--- config.mk ---
export PLATFORM = sky130hd
export DESIGN_NAME = mc_controller_flat
export DESIGN_NICKNAME = d
export VERILOG_FILES = /design/src/rtl/mc_controller_if.sv /design/src/rtl/mc_controller.sv /design/src/flat_wrapper.sv
export SDC_FILE = /design/constraint.sdc
export NUM_CORES = 1
export LEC_CHECK = 0
export ABC_AREA = 1
export CAP_MARGIN = 10
export CORE_ASPECT_RATIO = 1.4
export CORE_MARGIN = 1.5
export CORE_UTILIZATION = 42
export CTS_CLUSTER_DIAMETER = 120
export DETAILED_ROUTE_END_ITERATION = 16
export GPL_TIMING_DRIVEN = 1
export PLACE_DENSITY = 0.79
export SLEW_MARGIN = 10
export SYNTH_ARGS = -nofsm -noshare
export SYNTH_HDL_FRONTEND = slang
export SYNTH_SLANG_ARGS = --single-unit
--- constraint.sdc ---
create_clock -name clk -period 1.84 [get_ports clk]
set_clock_uncertainty 0.2 [all_clocks]
set_input_delay 0.184 -clock clk [delete_from_list [all_inputs] [get_ports clk]]
set_output_delay 0.184 -clock clk [all_outputs]
set_load 0.005 [all_outputs]
--- src/rtl/mc_controller_if.sv ---
// Control bundle between the multicycle ARM controller and its datapath.
// master: the controller (drives enables/selects, receives Instr/ALUFlags).
// slave:  the datapath side.
interface mc_controller_if;
    logic [19:0] Instr;
    logic [3:0]  ALUFlags;
    logic        PCWrite;
    logic        AdrSrc;
    logic        MemWrite;
    logic        IRWrite;
    logic        RegWrite;
    logic [1:0]  ResultSrc;
    logic [1:0]  ALUSrcA;
    logic [1:0]  ALUSrcB;
    logic [1:0]  ImmSrc;
    logic [1:0]  RegSrc;
    logic [2:0]  ALUControl;
    logic        RegByte;

    modport master (
        input  Instr, ALUFlags,
        output PCWrite, AdrSrc, MemWrite, IRWrite, RegWrite, ResultSrc,
               ALUSrcA, ALUSrcB, ImmSrc, RegSrc, ALUControl, RegByte
    );

    modport slave (
        output Instr, ALUFlags,
        input  PCWrite, AdrSrc, MemWrite, IRWrite, RegWrite, ResultSrc,
               ALUSrcA, ALUSrcB, ImmSrc, RegSrc, ALUControl, RegByte
    );
endinterface

--- src/rtl/mc_controller.sv ---
// Multicycle ARM controller: instruction sequencing FSM, NZCV flags and
// condition check. Optional retire counter enabled by MC_RETIRE_CNT_EN.
//
// state  | meaning
// -------+-------------------------------------------------------------
// FETCH  | read instruction at PC; IR/PC update on the last wait cycle
// DECODE | read register file, precompute PC+8
// MEMADR | compute load/store address (base +/- offset)
// MEMRD  | read data memory at ALUOut
// MEMWB  | write loaded data to Rd
// MEMWR  | write data memory at ALUOut
// EXECR  | data processing, register operand
// EXECI  | data processing, immediate operand; flags update here
// ALUWB  | write ALU result to Rd
// BRANCH | PC <= PC+8+offset
//
// Instr carries Instr[31:12]: [19:16]=Cond, [15:14]=Op, [13:8]=Funct,
// [10]=B (byte), [7:4]=Rn, [3:0]=Rd.
module mc_controller #(
    parameter int         FETCH_WAIT  = 0,
    parameter logic [3:0] RESET_FLAGS = 4'b0000
`ifdef MC_RETIRE_CNT_EN
    ,
    parameter int         CNT_W       = 32
`endif
) (
    input  logic               clk,
    input  logic               reset,
    mc_controller_if.master    bus
`ifdef MC_RETIRE_CNT_EN
    ,
    output logic [CNT_W-1:0]   RetireCnt
`endif
);
    typedef enum logic [3:0] {
        FETCH, DECODE, MEMADR, MEMRD, MEMWB, MEMWR, EXECR, EXECI, ALUWB, BRANCH
    } state_t;

    localparam logic [3:0] WAIT_LAST = 4'(FETCH_WAIT);

    state_t     state, state_nxt;
    logic [3:0] wait_cnt;
    logic [3:0] flags;
    logic       wait_done;
    logic       cond_ex;
    logic       cmd_valid;
    logic       cmd_arith;
    logic [2:0] dp_alu;

    logic [3:0] cond;
    logic [1:0] op;
    logic [5:0] funct;
    logic [3:0] rd;
    logic       unused_rn;

    assign cond      = bus.Instr[19:16];
    assign op        = bus.Instr[15:14];
    assign funct     = bus.Instr[13:8];
    assign rd        = bus.Instr[3:0];
    assign unused_rn = ^bus.Instr[7:4];
    assign wait_done = (wait_cnt == WAIT_LAST);

    // condition check against the registered flags {N,Z,C,V}
    always_comb begin
        cond_ex = 1'b0;
        case (cond)
            4'h0: cond_ex = flags[2];
            4'h1: cond_ex = !flags[2];
            4'h2: cond_ex = flags[1];
            4'h3: cond_ex = !flags[1];
            4'h4: cond_ex = flags[3];
            4'h5: cond_ex = !flags[3];
            4'h6: cond_ex = flags[0];
            4'h7: cond_ex = !flags[0];
            4'h8: cond_ex = flags[1] && !flags[2];
            4'h9: cond_ex = !flags[1] || flags[2];
            4'hA: cond_ex = (flags[3] == flags[0]);
            4'hB: cond_ex = (flags[3] != flags[0]);
            4'hC: cond_ex = !flags[2] && (flags[3] == flags[0]);
            4'hD: cond_ex = flags[2] || (flags[3] != flags[0]);
            4'hE: cond_ex = 1'b1;
            default: cond_ex = 1'b0;
        endcase
    end

    // data-processing command decode; unsupported commands fall back to ADD
    always_comb begin
        dp_alu    = 3'b000;
        cmd_valid = 1'b1;
        case (funct[4:1])
            4'b0100: dp_alu = 3'b000;
            4'b0010: dp_alu = 3'b001;
            4'b0000: dp_alu = 3'b010;
            4'b1100: dp_alu = 3'b011;
            default: cmd_valid = 1'b0;
        endcase
        cmd_arith = (dp_alu == 3'b000) || (dp_alu == 3'b001);
    end

    // state register and fetch wait counter
    always_ff @(posedge clk) begin
        if (reset) begin
            state    <= FETCH;
            wait_cnt <= 4'd0;
        end else begin
            state    <= state_nxt;
            wait_cnt <= (state == FETCH && !wait_done) ? wait_cnt + 4'd1 : 4'd0;
        end
    end

    // NZCV register; logical ops leave C and V untouched
    always_ff @(posedge clk) begin
        if (reset) begin
            flags <= RESET_FLAGS;
        end else if ((state == EXECR || state == EXECI) && cond_ex && funct[0] && cmd_valid) begin
            if (cmd_arith) flags <= bus.ALUFlags;
            else           flags[3:2] <= bus.ALUFlags[3:2];
        end
    end

    // next-state decode
    always_comb begin
        state_nxt = FETCH;
        case (state)
            FETCH:  state_nxt = wait_done ? DECODE : FETCH;
            DECODE: begin
                case (op)
                    2'b01:   state_nxt = MEMADR;
                    2'b00:   state_nxt = funct[5] ? EXECI : EXECR;
                    2'b10:   state_nxt = BRANCH;
                    default: state_nxt = FETCH;
                endcase
            end
            MEMADR: state_nxt = funct[0] ? MEMRD : MEMWR;
            MEMRD:  state_nxt = MEMWB;
            EXECR:  state_nxt = ALUWB;
            EXECI:  state_nxt = ALUWB;
            default: state_nxt = FETCH;
        endcase
    end

    // Moore outputs per state; write enables gated by CondEx and forced low in reset
    always_comb begin
        bus.PCWrite    = 1'b0;
        bus.AdrSrc     = 1'b0;
        bus.MemWrite   = 1'b0;
        bus.IRWrite    = 1'b0;
        bus.RegWrite   = 1'b0;
        bus.ResultSrc  = 2'b00;
        bus.ALUSrcA    = 2'b00;
        bus.ALUSrcB    = 2'b00;
        bus.ALUControl = 3'b000;
        bus.ImmSrc     = op;
        bus.RegSrc     = {op == 2'b01, op == 2'b10};
        bus.RegByte    = (op == 2'b01) && bus.Instr[10];
        case (state)
            FETCH: begin
                bus.ALUSrcA   = 2'b01;
                bus.ALUSrcB   = 2'b10;
                bus.ResultSrc = 2'b10;
                bus.IRWrite   = wait_done;
                bus.PCWrite   = wait_done;
            end
            DECODE: begin
                bus.ALUSrcA   = 2'b01;
                bus.ALUSrcB   = 2'b10;
                bus.ResultSrc = 2'b10;
            end
            MEMADR: begin
                bus.ALUSrcB    = 2'b01;
                bus.ALUControl = funct[3] ? 3'b000 : 3'b001;
            end
            MEMRD: bus.AdrSrc = 1'b1;
            MEMWB: begin
                bus.ResultSrc = 2'b01;
                bus.RegWrite  = cond_ex;
                bus.PCWrite   = cond_ex && (rd == 4'hF);
            end
            MEMWR: begin
                bus.AdrSrc   = 1'b1;
                bus.MemWrite = cond_ex;
            end
            EXECR: bus.ALUControl = dp_alu;
            EXECI: begin
                bus.ALUSrcB    = 2'b01;
                bus.ALUControl = dp_alu;
            end
            ALUWB: begin
                bus.RegWrite = cond_ex && cmd_valid;
                bus.PCWrite  = cond_ex && cmd_valid && (rd == 4'hF);
            end
            BRANCH: begin
                bus.ALUSrcA   = 2'b10;
                bus.ALUSrcB   = 2'b01;
                bus.ResultSrc = 2'b10;
                bus.PCWrite   = cond_ex;
            end
            default: ;
        endcase
        if (reset) begin
            bus.PCWrite  = 1'b0;
            bus.IRWrite  = 1'b0;
            bus.RegWrite = 1'b0;
            bus.MemWrite = 1'b0;
        end
    end

`ifdef MC_RETIRE_CNT_EN
    // count every return to FETCH, i.e. every completed instruction
    always_ff @(posedge clk) begin
        if (reset)
            RetireCnt <= '0;
        else if (state != FETCH && state_nxt == FETCH)
            RetireCnt <= RetireCnt + 1'b1;
    end
`endif
endmodule

--- src/flat_wrapper.sv ---
// flat-port wrapper written by rule: the top's interface ports become plain ports
module mc_controller_flat 
#(
    parameter int         FETCH_WAIT  = 0,
    parameter logic [3:0] RESET_FLAGS = 4'b0000

)
  (clk, reset, bus_Instr, bus_ALUFlags, bus_PCWrite, bus_AdrSrc, bus_MemWrite, bus_IRWrite, bus_RegWrite, bus_ResultSrc, bus_ALUSrcA, bus_ALUSrcB, bus_ImmSrc, bus_RegSrc, bus_ALUControl, bus_RegByte);
  mc_controller_if bus_i ();
  input  logic clk;
  input  logic reset;
  input wire logic [$bits(bus_i.Instr)-1:0] bus_Instr;
  input wire logic [$bits(bus_i.ALUFlags)-1:0] bus_ALUFlags;
  output wire logic [$bits(bus_i.PCWrite)-1:0] bus_PCWrite;
  output wire logic [$bits(bus_i.AdrSrc)-1:0] bus_AdrSrc;
  output wire logic [$bits(bus_i.MemWrite)-1:0] bus_MemWrite;
  output wire logic [$bits(bus_i.IRWrite)-1:0] bus_IRWrite;
  output wire logic [$bits(bus_i.RegWrite)-1:0] bus_RegWrite;
  output wire logic [$bits(bus_i.ResultSrc)-1:0] bus_ResultSrc;
  output wire logic [$bits(bus_i.ALUSrcA)-1:0] bus_ALUSrcA;
  output wire logic [$bits(bus_i.ALUSrcB)-1:0] bus_ALUSrcB;
  output wire logic [$bits(bus_i.ImmSrc)-1:0] bus_ImmSrc;
  output wire logic [$bits(bus_i.RegSrc)-1:0] bus_RegSrc;
  output wire logic [$bits(bus_i.ALUControl)-1:0] bus_ALUControl;
  output wire logic [$bits(bus_i.RegByte)-1:0] bus_RegByte;
  assign bus_i.Instr = bus_Instr;
  assign bus_i.ALUFlags = bus_ALUFlags;
  assign bus_PCWrite = bus_i.PCWrite;
  assign bus_AdrSrc = bus_i.AdrSrc;
  assign bus_MemWrite = bus_i.MemWrite;
  assign bus_IRWrite = bus_i.IRWrite;
  assign bus_RegWrite = bus_i.RegWrite;
  assign bus_ResultSrc = bus_i.ResultSrc;
  assign bus_ALUSrcA = bus_i.ALUSrcA;
  assign bus_ALUSrcB = bus_i.ALUSrcB;
  assign bus_ImmSrc = bus_i.ImmSrc;
  assign bus_RegSrc = bus_i.RegSrc;
  assign bus_ALUControl = bus_i.ALUControl;
  assign bus_RegByte = bus_i.RegByte;
  mc_controller #(.FETCH_WAIT(FETCH_WAIT), .RESET_FLAGS(RESET_FLAGS)) u_core (.clk(clk), .reset(reset), .bus(bus_i));
endmodule
==> summary by stage, run 1 <==
Clock network
The clock drives 12 sinks. TritonCTS built the clock tree. In this run the deepest clock path goes through 2 buffers. Clock-pin slew was measured on the worst setup and hold paths at 0.09 ns.

At the later pin of the worst-skew pair, clock insertion delay measures 0.29 ns. The H-tree depth is 1. The count of hold buffers inserted by post-cts repair is 0.

Buffers inserted during clock tree synthesis total 3. The cell sitting at the root of the clock tree is a clkbuf_4.

Global routing
The total grt overflow is 0. The via count of the first global-routing pass came to 1,488. The initial antenna violation count is 0.

Global routing used 29.8% of the available tracks. The pin count of the biggest net entering global routing is 8. The first global-routing pass estimated 6060 µm of wire.

Die
The number of rows created at floorplan is 21. The height of the chip is 61.8 µm. From left edge to right edge, the die measures 45.0 µm. The floorplan step defined a die boundary enclosing 0.00278 mm². The I/O pin total is 45. The region available for standard cell placement spans 0.00236 mm². The initial standard-cell utilization of the core is 43.9%.

Pwr
The share of total power dissipated in combinational logic is 46.0%. The switching share of power is 33.8%. In this run the static leakage power is 1.02 nW. In this run the power density over the cells is 474 mW/mm². Internal power comes to 613 µW. The sequential share of power is 29.8%.

The switching component of the power is 313 µW. The maximum ir drop on the vdd rail is 0.472 mV. The portion of total power attributed to the clock network is 24.2%.

Critical path
The required time at the worst-slack endpoint is 1.46 ns. The type of the worst setup path is reg2out. In this run the worst path has a maximum fanout of 3. The number of cells traversed by the worst register-to-register path is 9. The startpoint identified for the worst register-to-register timing path is u_core.state[3]$_SDFF_PP0_.

The worst path arrival time is 1.65 ns. The startpoint kind of the worst setup timing path is a flip-flop. The type of destination of the critical path is an output pin. The worst register-to-register path ends at u_core.flags[2]$_SDFFE_PP0P_. The register-to-register path setup slack is 0.02 ns.

Placed design
The count of input and output buffers is 39. The routability congestion estimate from global placement is 0.880. Detailed placement finished with a half-perimeter wire length of 2650 µm. At the placement stage, the worst setup path has a slack of -0.585 ns.

Final layout
The net count of the finished layout is 294. Cells with a size suffix above 1 make up 42.3% of the layout. The area growth from synthesis to layout is 88.1%. 0 antenna diodes ended up in the layout.

Logic synthesis
After synthesis, the share of cell area in mux cells is 0%. The share of the Yosys chip area taken by registers is 23.1%. The cell area that synthesis handed to floorplanning was 0.00104 mm². Averaged over all synthesized cells, the footprint is 5.80 µm². The combinational family with the most area after synthesis is simple AND/OR/NAND/NOR gates. The post-synthesis net count is 207. The flop and latch count out of synthesis is 12. Summing the areas of all fa, ha and maj instances in the mapped netlist gives 2.41% of the synthesized area. The xor/xnor cell area share of the yosys netlist is 1.69%. The number of warning messages in the yosys log is 0. In this run, distinct cell masters in the synthesized netlist total 32. The compound-cell area share of the yosys netlist is 10.5%. The simple-gate share of the synthesized area is 46.3%. The synthesized instance count is 179.

Drt
The count of routing violations after the opening detailed-route iteration is 40. After detailed routing, the average wire length per cell comes to 15.2 µm. In the routed layout, each cell is associated on average with a via count of 5.40. The number of nets with antenna violations after routing is 0. The first-pass iteration count of the detailed router is 4. Across all layers, the routed design uses 1,556 vias. After detailed routing, the number of remaining DRC violations is 0. After detailed routing, the total wire length is 4370 µm.

Status
The final reports fail on negative setup slack. The run finished, with violations left.

Worst hold path
The startpoint identified for the worst hold timing path is bus_ALUFlags[3]. The worst hold path terminates at u_core.flags[3]$_SDFFE_PP0P_. The worst hold path stage count is 3.

The class of the most critical hold timing path is in2reg.

Timing
The share of the cycle needed by the critical path after routing is 111%. The maximum clock rate is 0.492 GHz. Setup repair after global routing could not meet its margin everywhere. The total negative setup slack is -0.552 ns. The number of pins exceeding their max-slew limit in the final report came to 0.

The clock period minus worst slack is 2.03 ns. The final worst setup slack is -0.193 ns. The count of final setup violators is 7. The final hold violation count is 0.

Job
The tool flagged a number of max-cap violations equal to 0.
## cell usage in the layout, fill, tap and decap left out, types with 4 or more instances in the layout
master	count
nand2_4	5
nand2_2	7
inv_1	22
nand2_1	32
buf_4	43
nor2_1	24
dfxtp_1	4
clkdlybuf4s50_1	19
buf_2	8
dfxtp_4	5
nand4_1	5
inv_2	8
a21oi_1	7
nor2_2	5
buf_6	5
nor2_4	5
dlygate4sd2_1	9
nand3_1	10
## state kept, by name, summed over array words and instances, names as in the netlist
name,count
u_core.state,4
u_core.flags,4
u_core.wait_cnt,4
## worst max-delay path: stages (launching register included)
cell and delay, ns:
dfxtp_4 0.37, buf_4 0.15, nand3_2 0.12, inv_1 0.06, a21oi_1 0.15, nand2_2 0.07, nand2_1 0.08, nand2_1 0.07
a21oi_1 0.15, buf_2 0.13
## repair_timing
item                                    CTS  global route
endpoints found under the setup margin   16            14
setup buffers                            10             2
pin swaps                                 8            19
hold endpoints to repair                  0             0
resized for setup                        71            35
## layout make-up
cell class                 instances  area, µm²
multi-input combinational        128        777
timing repair buffer              87        716
fill                             154        412
sequential                        12        263
inverter                          34        133
clock buffer                       4       36.3
tap                               23       28.8
## cell usage after synthesis, drive strengths merged
| cell | number | share of area (%) |
|---|---|---|
| xor2 | 1 | 0.84 |
| o21ai | 5 | 2.4 |
| o22ai | 1 | 0.60 |
| ha | 2 | 2.4 |
| buf | 5 | 3.4 |
| nand3b | 1 | 0.72 |
| xnor2 | 1 | 0.84 |
| nand4 | 5 | 3.0 |
| and3 | 1 | 0.60 |
| o211ai | 3 | 2.2 |
| a21boi | 1 | 0.72 |
| nor2 | 34 | 13 |
| clkinv | 2 | 0.72 |
| inv | 32 | 12 |
| conb | 1 | 0.36 |
| nand3 | 14 | 7.2 |
| a21oi | 7 | 3.4 |
| dfxtp | 12 | 23 |
| nor3 | 4 | 3.5 |
| nor4 | 1 | 0.60 |
| nand2 | 44 | 17 |
| a31oi | 2 | 1.2 |
## routing by layer
layer  up-vias  track usage [%]  share of wire (%)
li1        736                -                  -
met1       737             27.2                 35
met2        64             58.8                 58
met3        19             5.49                4.2
met4         0             18.1                3.6
met5         -                0                  0
## logic make-up after synthesis
group	after synthesis
AOI/OAI and AO/OA	19
xor gates and xnor gates	2
adders and majority gates	2
buffers and inverters	39
DFF	12
other	1
and+or+nand+nor	104
## metrics by stage
| stage | util [%] | hold slack, ns | power, mW | instances | area, µm² |
|---|---|---|---|---|---|
| after detailed placement | 71.6 | 0.311 | 0.607 | 272 | 1690 |
| after global routing | 82.6 | 0.331 | 0.967 | 288 | 1950 |
| after global placement | 71.6 | 0.301 | 0.600 | 272 | 1690 |
| final | 82.6 | 0.312 | 0.926 | 288 | 1950 |
| after CTS | 77.8 | 0.303 | 0.871 | 286 | 1840 |
| after floorplan | - | 0.0531 | 0.410 | 179 | 1040 |
## how the worst max path moves through the flow
stage                                 start            to  slack (ns)
4_1_cts        u_core.flags[0]$_SDFFE_PP0P_  bus_MemWrite       -0.12
3_3_place_gp                  bus_Instr[18]  bus_RegWrite       -0.52
3_5_place_dp                  bus_Instr[19]   bus_PCWrite       -0.59
2_1_floorplan    u_core.state[3]$_SDFF_PP0_   bus_PCWrite        0.31
6_report         u_core.state[3]$_SDFF_PP0_   bus_PCWrite       -0.19
5_1_grt          u_core.state[3]$_SDFF_PP0_   bus_PCWrite       -0.25
## power groups by stage
stage	Combinational, mW	Clock (mW)	Sequential, mW
after floorplan	0.129	0	0.281
after CTS	0.373	0.222	0.277
after detailed placement	0.325	0	0.283
final	0.426	0.224	0.276
after global placement	0.317	0	0.282
after global routing	0.452	0.239	0.276
Note: power is estimated with default switching activity, not from simulation.
==> run 2, diff against run 1 <==
--- a/config.mk
+++ b/config.mk
@@ -9,11 +9,12 @@
 export CAP_MARGIN = 10
 export CORE_ASPECT_RATIO = 1.4
 export CORE_MARGIN = 1.5
-export CORE_UTILIZATION = 42
+export CORE_UTILIZATION = 45
 export CTS_CLUSTER_DIAMETER = 120
 export DETAILED_ROUTE_END_ITERATION = 16
 export GPL_TIMING_DRIVEN = 1
-export PLACE_DENSITY = 0.79
+export PLACE_DENSITY = 0.84
+export SKIP_LAST_GASP = 1
 export SLEW_MARGIN = 10
 export SYNTH_ARGS = -nofsm -noshare
 export SYNTH_HDL_FRONTEND = slang
==> constraint.sdc (replaced) <==
create_clock -name clk -period 2.5 [get_ports clk]
set_clock_uncertainty 0.2 [all_clocks]
set_input_delay 0.25 -clock clk [delete_from_list [all_inputs] [get_ports clk]]
set_output_delay 0.25 -clock clk [all_outputs]
set_load 0.005 [all_outputs]
==> summary by stage, run 2 (synthesis gave the netlist of run 1 again) <==
Status
The flow ran to the end, and the final reports show no timing, DRC or antenna violations.

Drt
The count of routing violations after the opening detailed-route iteration is 19 (-53%). The post-route DRC violation count was 0 (unchanged). The wire length per cell was 12.3 µm (-19%). The number of vias per cell after detailed routing is 5.19 (-4.0%). The detailed-route wire length came to 3000 µm (-31%). The total vias in the final route came to 1,260 (-19%). The first-pass iteration count of the detailed router was 4 (unchanged). The number of nets with antenna violations after routing was 0 (unchanged).

Final layout
The leading cell type in the layout, fill and taps excluded is nand2_1. The end-of-flow core utilization is 69.1% (-14 points). The fill cell instance count of the final layout is 191 (+24%). The library cells used most frequently in the layout, excluding fill and tap cells, are 41 x nand2_1, 34 x clkdlybuf4s50_1, 28 x nor2_1.

The net count of the finished layout came to 250 (-15%). The share of final-layout standard cells stronger than drive strength 1 is 14.5% (-28 points). The antenna diode count is 0 (unchanged). Relative to the synthesized area, the layout overhead comes to 44.8%.

The largest registers in the layout are u_core.flags: 4 flops, u_core.state: 4 flops, u_core.wait_cnt: 4 flops.

Clock network
The clock sink total is 12 (unchanged). The clock tree buffer depth is 2 (unchanged). The H-tree depth is 1 (unchanged).

The count of hold buffers inserted by post-cts repair is 0 (unchanged). The clock-pin slew of the registers on the worst-case setup and hold paths came to 0.08 ns (about the same). TritonCTS built the clock tree. The root buffer cell is clkbuf_4. The number of buffers added by the clock tree synthesis step is 3 (unchanged).

The insertion delay of the later-clocked pin in the worst-skew pair is 0.28 ns (about the same).

Pwr
The internal power component is 386 µW (-37%). The switching share of power was 31.6% (-2.3 points). The portion of total power attributed to the clock network is 28.7% (+4.5 points). The switching component of the power was 178 µW (-43%). The proportion of power drawn by combinational gates is 34.3% (-12 points). The static leakage is 0.716 nW (-30%). The sequential share of power is 37.1% (+7.3 points). The power per unit of standard cell area is 375 mW/mm² (-21%). The maximum ir drop on the vdd rail was 0.372 mV (-21%).

Global routing
The total grt overflow is 0 (unchanged). The initial antenna violation count is 0 (unchanged). The total global-route track usage is 23.9% (-5.9 points). The pin count of the biggest net entering global routing is 11 (+3). The wire length of the first global-routing pass is 4750 µm (-22%). The via count of the first global-routing pass is 1,225 (-18%).

Critical path
The destination of the worst register-to-register timing path is u_core.flags[3]$_SDFFE_PP0P_. The maximum fanout encountered on the critical timing path was 5 (+2). The worst path arrival time came to 1.91 ns (+0.26 ns). The number of cells traversed by the worst register-to-register path is 12 (+3). The register-to-register path setup slack is 0.78 ns (+0.76 ns).

The type of the worst setup path is reg2out. The worst setup path is captured at an output pin. The required time at the worst-slack endpoint is 2.05 ns (+0.59 ns). The startpoint of the worst-slack reg-to-reg timing path is u_core.flags[1]$_SDFFE_PP0P_.

The startpoint kind of the worst setup timing path is a flip-flop.

Timing
The final worst setup slack is 0.140 ns (+0.334 ns). The worst path uses 94.4% of the clock period. The maximum clock rate is 0.424 GHz. The total negative setup slack is 0 ns (+0.552 ns).

Setup repair after global routing left no endpoint under its margin. The number of pins exceeding their max-slew limit in the final report is 0 (unchanged). After layout, the minimum clock period comes to 2.36 ns. The count of final setup violators is 0 (-7). The worst hold margin is 0.274 ns (-0.0379 ns). The final hold violation count is 0 (unchanged).

Worst hold path
The class of the most critical hold timing path is reg2reg. The end of the worst hold path is u_core.wait_cnt[0]$_SDFF_PP0_. The start point of the worst min-delay path is u_core.wait_cnt[0]$_SDFF_PP0_. The worst hold path stage count is 1 (-2).

Placed design
The setup slack after placement is -0.0714 ns (+0.514 ns). The placed wire-length estimate after detailed placement was 2380 µm (-10%). The routability congestion estimate from global placement is 0.877 (-0.33%). The count of input and output buffers is 39 (unchanged).

Die
The number of rows created at floorplan is 20 (-4.8%). The area inside the core boundary was 0.00218 mm² (-7.9%). The die boundary width is 43.6 µm (-3.2%).

The height of the chip was 59.8 µm (-3.2%). The I/O pin total is 45 (unchanged). The area of the die is 0.00261 mm² (-6.3%). The initial standard-cell utilization of the core is 47.7% (+3.8 points).

Job
The max capacitance violation total is 0 (unchanged).
[run 2: changes by cell type in the layout (fill, tap and decap cells not counted), sizes merged]
cell	change
clkbuf	-1
clkdlybuf4s15	-1
clkdlybuf4s50	+15
dlygate4sd2	-5
buf	-52
[run 2: worst max-delay path, stage by stage (launching register included)]
cell,delay [ns]
dfxtp_2,0.36
inv_1,0.08
nand2_1,0.07
nand3_1,0.11
nand2_1,0.09
nand2_1,0.06
nand2_1,0.07
nor2_2,0.05
nand2_4,0.06
nand2_1,0.07
nor2_1,0.12
clkdlybuf4s50_1,0.51
[run 2: worst max-delay path by stage]
stage / depth (start not counted) / slack [ns] / start / to
after CTS: 9 / 0.04 / u_core.state[0]$_SDFF_PP0_ / bus_PCWrite
after detailed placement: 12 / -0.07 / bus_Instr[19] / bus_RegWrite
after floorplan: 5 / 0.90 / u_core.state[3]$_SDFF_PP0_ / bus_PCWrite
final: 11 / 0.14 / u_core.flags[3]$_SDFFE_PP0P_ / bus_MemWrite
after global routing: 11 / 0.02 / u_core.flags[3]$_SDFFE_PP0P_ / bus_MemWrite
after global placement: 12 / -0.02 / bus_Instr[19] / bus_MemWrite
[run 2: power by group through the flow]
stage / registers, mW / logic, mW / clock network, mW
finish: 0.209 / 0.193 / 0.161
global route: 0.210 / 0.211 / 0.165
CTS: 0.207 / 0.191 / 0.163
detailed placement: 0.211 / 0.190 / 0
global placement: 0.210 / 0.185 / 0
floorplan: 0.207 / 0.0949 / 0
[run 2: per-stage QoR]
stage	cells	total power [mW]	area [µm²]
2_1_floorplan	179	0.302	1040
3_3_place_gp	239	0.395	1450
3_5_place_dp	239	0.401	1450
4_1_cts	243	0.560	1490
5_1_grt	243	0.587	1500
6_report	243	0.563	1500
[run 2: layout make-up]
| cell class | instances | area (µm²) | area share [%] |
|---|---|---|---|
| clock buffers | 4 | 36.3 | 2.41 |
| inverters | 34 | 128 | 8.49 |
| multi-input cells | 128 | 649 | 43.2 |
| flip-flops and latches | 12 | 245 | 16.3 |
| well taps | 22 | 27.5 | 1.83 |
| repair buffers | 43 | 418 | 27.8 |
[run 2: metal layers]
metal  vias up  track usage, %  routed length (µm)
met5         -               0                   0
met4         0            9.96                  73
met3         9            3.02                  87
met2        28            48.9                1760
met1       573            22.6                1080
li1        650               -                   -
[run 2: what timing repair did]
action	CTS	global route
endpoints found under the setup margin	3	4
setup buffers	0	0
pin swaps	0	1
hold endpoints to repair	0	0
gates resized for setup	7	6
==> run 3, diff against run 2 <==
--- a/config.mk
+++ b/config.mk
@@ -13,6 +13,7 @@
 export CTS_CLUSTER_DIAMETER = 120
 export DETAILED_ROUTE_END_ITERATION = 16
 export GPL_TIMING_DRIVEN = 1
+export MAX_ROUTING_LAYER = met4
 export PLACE_DENSITY = 0.84
 export SKIP_LAST_GASP = 1
 export SLEW_MARGIN = 10
==> summary by stage, run 3 (synthesis gave the netlist of run 1 again) <==
Status
The flow ran to the end, and the final reports show no timing, DRC or antenna violations.

Global routing
The total grt overflow is 0 (unchanged). The initial antenna violation count is 0 (unchanged). The via count of the first global-routing pass came to 1,226 (+0.082%). The total global-route track usage was 24.6% (+0.68 points).

The wire length of the first global-routing pass is 4750 µm (unchanged). The pin count of the biggest net entering global routing is 11 (unchanged).

Final layout
The multi-input logic area came to 649 µm² (unchanged). The net count of the finished layout is 250 (unchanged). The end-of-flow core utilization is 69.1% (unchanged). The antenna diode count is 0 (unchanged). In the layout the commonest cells are 41 x nand2_1, 34 x clkdlybuf4s50_1, 28 x nor2_1.

The share of final-layout standard cells stronger than drive strength 1 is 14.5% (unchanged). The fill cell instance count of the final layout is 191 (unchanged). The post-synthesis to final-layout area growth is 44.8% (unchanged). The area taken by flip-flops and latches is 245 µm² (unchanged). Leaving out fill and tap cells, the most frequent cell in the layout is nand2_1. The largest registers in the layout are u_core.flags: 4 flops, u_core.state: 4 flops, u_core.wait_cnt: 4 flops.

Pwr
The switching component of the power is 179 µW (+0.74%). The portion of total power attributed to the clock network came to 28.7% (about the same). The static leakage was 0.716 nW (unchanged). The power per unit of standard cell area is 376 mW/mm² (+0.25%). The power consumption was 565 µW (+0.25%). The proportion of power drawn by combinational gates is 34.2% (about the same). The maximum ir drop on the vdd rail is 0.370 mV (-0.53%). The sequential share of power was 37.1% (about the same).

The internal power component is 386 µW (about the same). The switching share of power is 31.7% (+0.16 points).

Timing
Setup repair after global routing left no endpoint under its margin. The final worst setup slack is 0.138 ns (-0.00226 ns). The number of pins exceeding their max-slew limit in the final report is 0 (unchanged). The clock period minus worst slack is 2.36 ns (+0.00226 ns). The worst hold margin is 0.274 ns (-0.000371 ns). The count of final setup violators is 0 (unchanged).

The final hold violation count is 0 (unchanged). The maximum clock rate was 0.423 GHz (about the same). The share of the cycle needed by the critical path after routing is 94.5% (about the same).

Drt
The number of nets with antenna violations after routing is 0 (unchanged). The wire length per cell is 12.4 µm (+0.37%). The detailed-route wire length was 3010 µm (+0.37%). The post-route DRC violation count was 0 (unchanged). The number of vias per cell after detailed routing is 5.21 (+0.48%). The first-pass iteration count of the detailed router is 5 (+1).

The count of routing violations after the opening detailed-route iteration is 19 (unchanged). The total vias in the final route is 1,266 (+0.48%).

Die
The I/O pin total is 45 (unchanged). The number of rows created at floorplan came to 20 (unchanged). The die boundary width is 43.6 µm (unchanged). The area of the die is 0.00261 mm² (unchanged). The height of the chip was 59.8 µm (unchanged). The area inside the core boundary is 0.00218 mm² (unchanged). The initial standard-cell utilization of the core is 47.7% (unchanged).

Worst hold path
The class of the most critical hold timing path is reg2reg. The worst hold path stage count came to 1 (unchanged). The start point of the worst min-delay path is u_core.wait_cnt[0]$_SDFF_PP0_. The end of the worst hold path is u_core.wait_cnt[0]$_SDFF_PP0_.

Clock network
The insertion delay of the later-clocked pin in the worst-skew pair is 0.29 ns (about the same). The cell sitting at the root of the clock tree is a clkbuf_4. The CTS tree is yes.

The count of hold buffers inserted by post-cts repair came to 0 (unchanged). The clock sink total is 12 (unchanged). The number of buffers added by the clock tree synthesis step is 3 (unchanged). The clock-pin slew of the registers on the worst-case setup and hold paths was 0.07 ns (about the same). The H-tree depth is 1 (unchanged). The clock tree buffer depth is 2 (unchanged).

Critical path
The worst path arrival time is 1.91 ns (about the same). The worst setup path is captured at an output pin. The worst register-to-register path begins at u_core.flags[1]$_SDFFE_PP0P_. The maximum fanout encountered on the critical timing path is 5 (unchanged). The worst setup path is launched from a flip-flop.

The required time at the worst-slack endpoint is 2.05 ns (about the same). The critical path is of the reg2out type. The register-to-register path setup slack is 0.78 ns (about the same). The destination of the worst register-to-register timing path is u_core.flags[3]$_SDFFE_PP0P_.

The number of cells traversed by the worst register-to-register path was 12 (unchanged).

Placed design
The routability congestion estimate from global placement is 0.891 (+1.7%). The setup slack after placement is -0.0714 ns (unchanged). The count of input and output buffers is 39 (unchanged). The placed wire-length estimate after detailed placement is 2380 µm (unchanged).

Job
The max capacitance violation total came to 0 (unchanged).
[run 3: cell counts in the layout (fill, tap and decap cells not counted)]
Identical to the previous run, type by type.
[run 3: how the worst max path moves through the flow]
stage	startpoint	cells after the start	to	slack (ns)
6_report	u_core.flags[3]$_SDFFE_PP0P_	11	bus_MemWrite	0.14
3_5_place_dp	bus_Instr[19]	12	bus_RegWrite	-0.07
5_1_grt	u_core.flags[3]$_SDFFE_PP0P_	11	bus_MemWrite	0.02
4_1_cts	u_core.state[0]$_SDFF_PP0_	9	bus_PCWrite	0.04
3_3_place_gp	bus_Instr[19]	12	bus_MemWrite	-0.02
2_1_floorplan	u_core.state[3]$_SDFF_PP0_	5	bus_PCWrite	0.90
[run 3: final cells by class]
class                      count  area share, %
multi-input combinational    128           43.2
timing repair buffer          43           27.8
sequential                    12           16.3
inverter                      34           8.49
clock buffer                   4           2.41
tap                           22           1.83
[run 3: critical path: stages (launching register included)]
cell	delay [ns]
dfxtp_2	0.36
inv_1	0.08
nand2_1	0.07
nand3_1	0.11
nand2_1	0.09
nand2_1	0.06
nand2_1	0.07
nor2_2	0.05
nand2_4	0.06
nand2_1	0.07
nor2_1	0.11
clkdlybuf4s50_1	0.51
[run 3: power by group through the flow]
| stage | Combinational [mW] | Clock [mW] | Sequential (mW) |
|---|---|---|---|
| 2_1_floorplan | 0.0949 | 0 | 0.207 |
| 3_3_place_gp | 0.185 | 0 | 0.210 |
| 3_5_place_dp | 0.190 | 0 | 0.211 |
| 4_1_cts | 0.191 | 0.163 | 0.207 |
| 5_1_grt | 0.211 | 0.165 | 0.210 |
| 6_report | 0.193 | 0.162 | 0.209 |
[run 3: metrics by stage]
step,area [µm²],instances,setup TNS [ns]
5_1_grt,1500,243,0
2_1_floorplan,1040,179,0
4_1_cts,1490,243,0
3_3_place_gp,1450,239,-0.0538
3_5_place_dp,1450,239,-0.190
6_report,1500,243,0
[run 3: repair_timing]
| action | 4_1_cts | 5_1_grt |
|---|---|---|
| resized for setup | 7 | 6 |
| pin swaps | 0 | 1 |
| endpoints found under the setup margin | 3 | 4 |
| buffers inserted | 0 | 0 |
[run 3: metal layers]
metal | up-vias | GRT usage (%) | part of all wire (%)
met5 | - | - | 0
met4 | 0 | 9.96 | 2.5
met3 | 10 | 3.02 | 3.8
met2 | 40 | 48.9 | 59
met1 | 569 | 22.6 | 35
li1 | 647 | - | -
==> variant, RTL diff (flow settings as in run 2) <==
The 10 states of `state_t` get a one-hot encoding in 10 bits.
--- a/src/rtl/mc_controller.sv
+++ b/src/rtl/mc_controller.sv
@@ -33,6 +33,6 @@
 `endif
 );
-    typedef enum logic [3:0] {
-        FETCH, DECODE, MEMADR, MEMRD, MEMWB, MEMWR, EXECR, EXECI, ALUWB, BRANCH
+    typedef enum logic [9:0] {
+        FETCH = 10'b0000000001, DECODE = 10'b0000000010, MEMADR = 10'b0000000100, MEMRD = 10'b0000001000, MEMWB = 10'b0000010000, MEMWR = 10'b0000100000, EXECR = 10'b0001000000, EXECI = 10'b0010000000, ALUWB = 10'b0100000000, BRANCH = 10'b1000000000
     } state_t;
 
Function: same outputs for any inputs over 10 cycles, from zero or initial values and one cycle with reset high; not proved beyond that.
==> variant against run 2 <==
  * Design area increased by 25%
  * Highest routed layer unchanged
  * Setup slack worse by 0.12 ns
  * Critical endpoint is now bus_IRWrite
  * Area after synthesis grew 26%
  * Sequential cell count up 6
  * Fmax shrank 4.8%
  * Power increased by 36%
  * Routed wire length rose by 14%
  * Core utilization decreased by 2.2 points
==> variant: results (changes against run 2) <==
Status
  • Outcome: completed

Placement
  • Post-DP Area: 1750 um^2 (+21%)
  • Final RePlAce weighted congestion: 0.806 (-8.1%)
  • Hpwl dp: 2670 um (+12%)

Routing
  • Vias: 1,487 (+18%)
  • DRT Pass-1 Iters: 5 (+1)
  • DRT iter0 DRCs: 40 (+21)
  • Overall routed net length: 3410 um (+14%)

Critical path
  • Crit-path max cell delay: 0.48 ns (-0.03 ns)
  • WP data arrival: 2.03 ns (+0.12 ns)
  • CP max-delay cell: clkdlybuf4s50_1
  • R2r setup slk: 0.75 ns (-0.03 ns)
  • Reg2reg start: u_core.state[4]
  • Crit. Startpoint: u_core.state[7]
  • Worst Reg2Reg Path Length in Cells: 9 (-3)

Pwr
  • Leak: 0.878 nW (+23%)
  • P per Cell Area: 407 nW/um^2 (+8.7%)
  • Clock network power: 0.239 mW (+48%)
  • P_comb: 0.230 mW (+19%)
  • Cell-internal power: 0.552 mW (+43%)
  • Worst vdd ir: 0.435 mV (+17%)

GRT
  • Global Route met1 Usage: 19.5% (-3.1 points)
  • Total GRT Usage: 21.9% (-2.0 points)
  • Met3 global-route usage: 2.69% (-0.33 points)
  • M2 GR Usage: 46.6% (-2.4 points)
  • Pin count of the biggest net entering global routing: 11 (unchanged)
  • Vias in the first global route: 1,404 (+15%)
  • Wire length of the first global-routing pass: 5530 um (+16%)

Synth
  • Adder-cell share of the synthesized area: 1.91% (-0.50 points)
  • Top post-synthesis cells by area: dfxtp_1, nand2_1, nor2_1, inv_1, nand3_1
  • Part of the Yosys area used for sequential elements: 27.5% (+4.3 points)
  • Compound-cell area share of the yosys netlist: 6.86% (-3.6 points)
  • Syn nets: 243 (+17%)
  • Mux share of post-synthesis cell area: 0% (unchanged)
  • Commonest cells in the netlist: nand2_1, nor2_1, inv_1
  • XOR/XNOR share of the synthesized area: 1.33% (-0.35 points)

Layout
  • Top flop regs: u_core.state: 10 flops, u_core.flags: 4 flops, u_core.wait_cnt: 4 flops
  • NumNets Final: 293 (+17%)
  • Layout cell share with drive strength beyond 1: 18.2% (+3.7 points)

Timing
  • Final min period: 2.48 ns (+0.119 ns)
  • Post-Route Hold Slack: 0.271 ns (-0.00279 ns)

Clock network
  • Worst-path clk slew: 0.07 ns
  • Worst skew pair latency: 0.25 ns (-0.03 ns)
  • Total CTS buffers: 3 (unchanged)
  • Root buffer cell: clkbuf_8

Hold path
  • HP Class: flop to flop
==> variant: area by class of cell <==
type / instances / area (um^2)
Fill cell: 259 / 933
Multi-Input combinational cell: 154 / 812
Timing Repair Buffer: 49 / 465
Sequential cell: 18 / 362
Inverter: 39 / 146
Clock buffer: 4 / 55.1
Tap cell: 37 / 46.3
==> variant: worst max path at each step <==
stage / to / slack, ns / cells after the start
floorplan: bus_PCWrite / 0.88 / 9
global placement: bus_PCWrite / -0.03 / 12
detailed placement: bus_RegWrite / -0.07 / 12
CTS: bus_PCWrite / 0.02 / 8
global route: bus_IRWrite / -0.11 / 9
finish: bus_IRWrite / 0.02 / 9
==> variant: worst reg2reg max path: stages, from the launching register on <==
cell and delay, ns:
dfxtp_1 0.35, nor2_2 0.18, buf_4 0.13, nand3_1 0.06
nor2_1 0.17, inv_1 0.08, a21oi_2 0.19, nand2_1 0.09
o21ai_0 0.16, nor2_1 0.05
==> variant: layer usage <==
layer	part of all wire, %	vias to the layer above
met3	4.7	6
met5	0	-
met2	55	47
met1	38	664
li1	-	770
met4	2.1	0
==> variant: cell families after synthesis <==
group	Yosys count
other	1
adders and majority gates	2
AOI/OAI and AO/OA	14
and+or+nand+nor	135
xor gates and xnor gates	2
buffers and inverters	43
DFF	18
==> variant: through the flow <==
step                      instances  setup WS, ns  setup TNS (ns)
after detailed placement        291       -0.0745          -0.161
final                           301        0.0213               0
after floorplan                 215         0.880               0
after global placement          291       -0.0276         -0.0592
after CTS                       295        0.0172               0
after global routing            301        -0.115          -0.123
==> variant: timing repair <==
action,in CTS,in global routing
resized for setup,8,10
gates cloned,0,0
endpoints found under the setup margin,3,7
pin swaps,0,8
buffers inserted,0,6
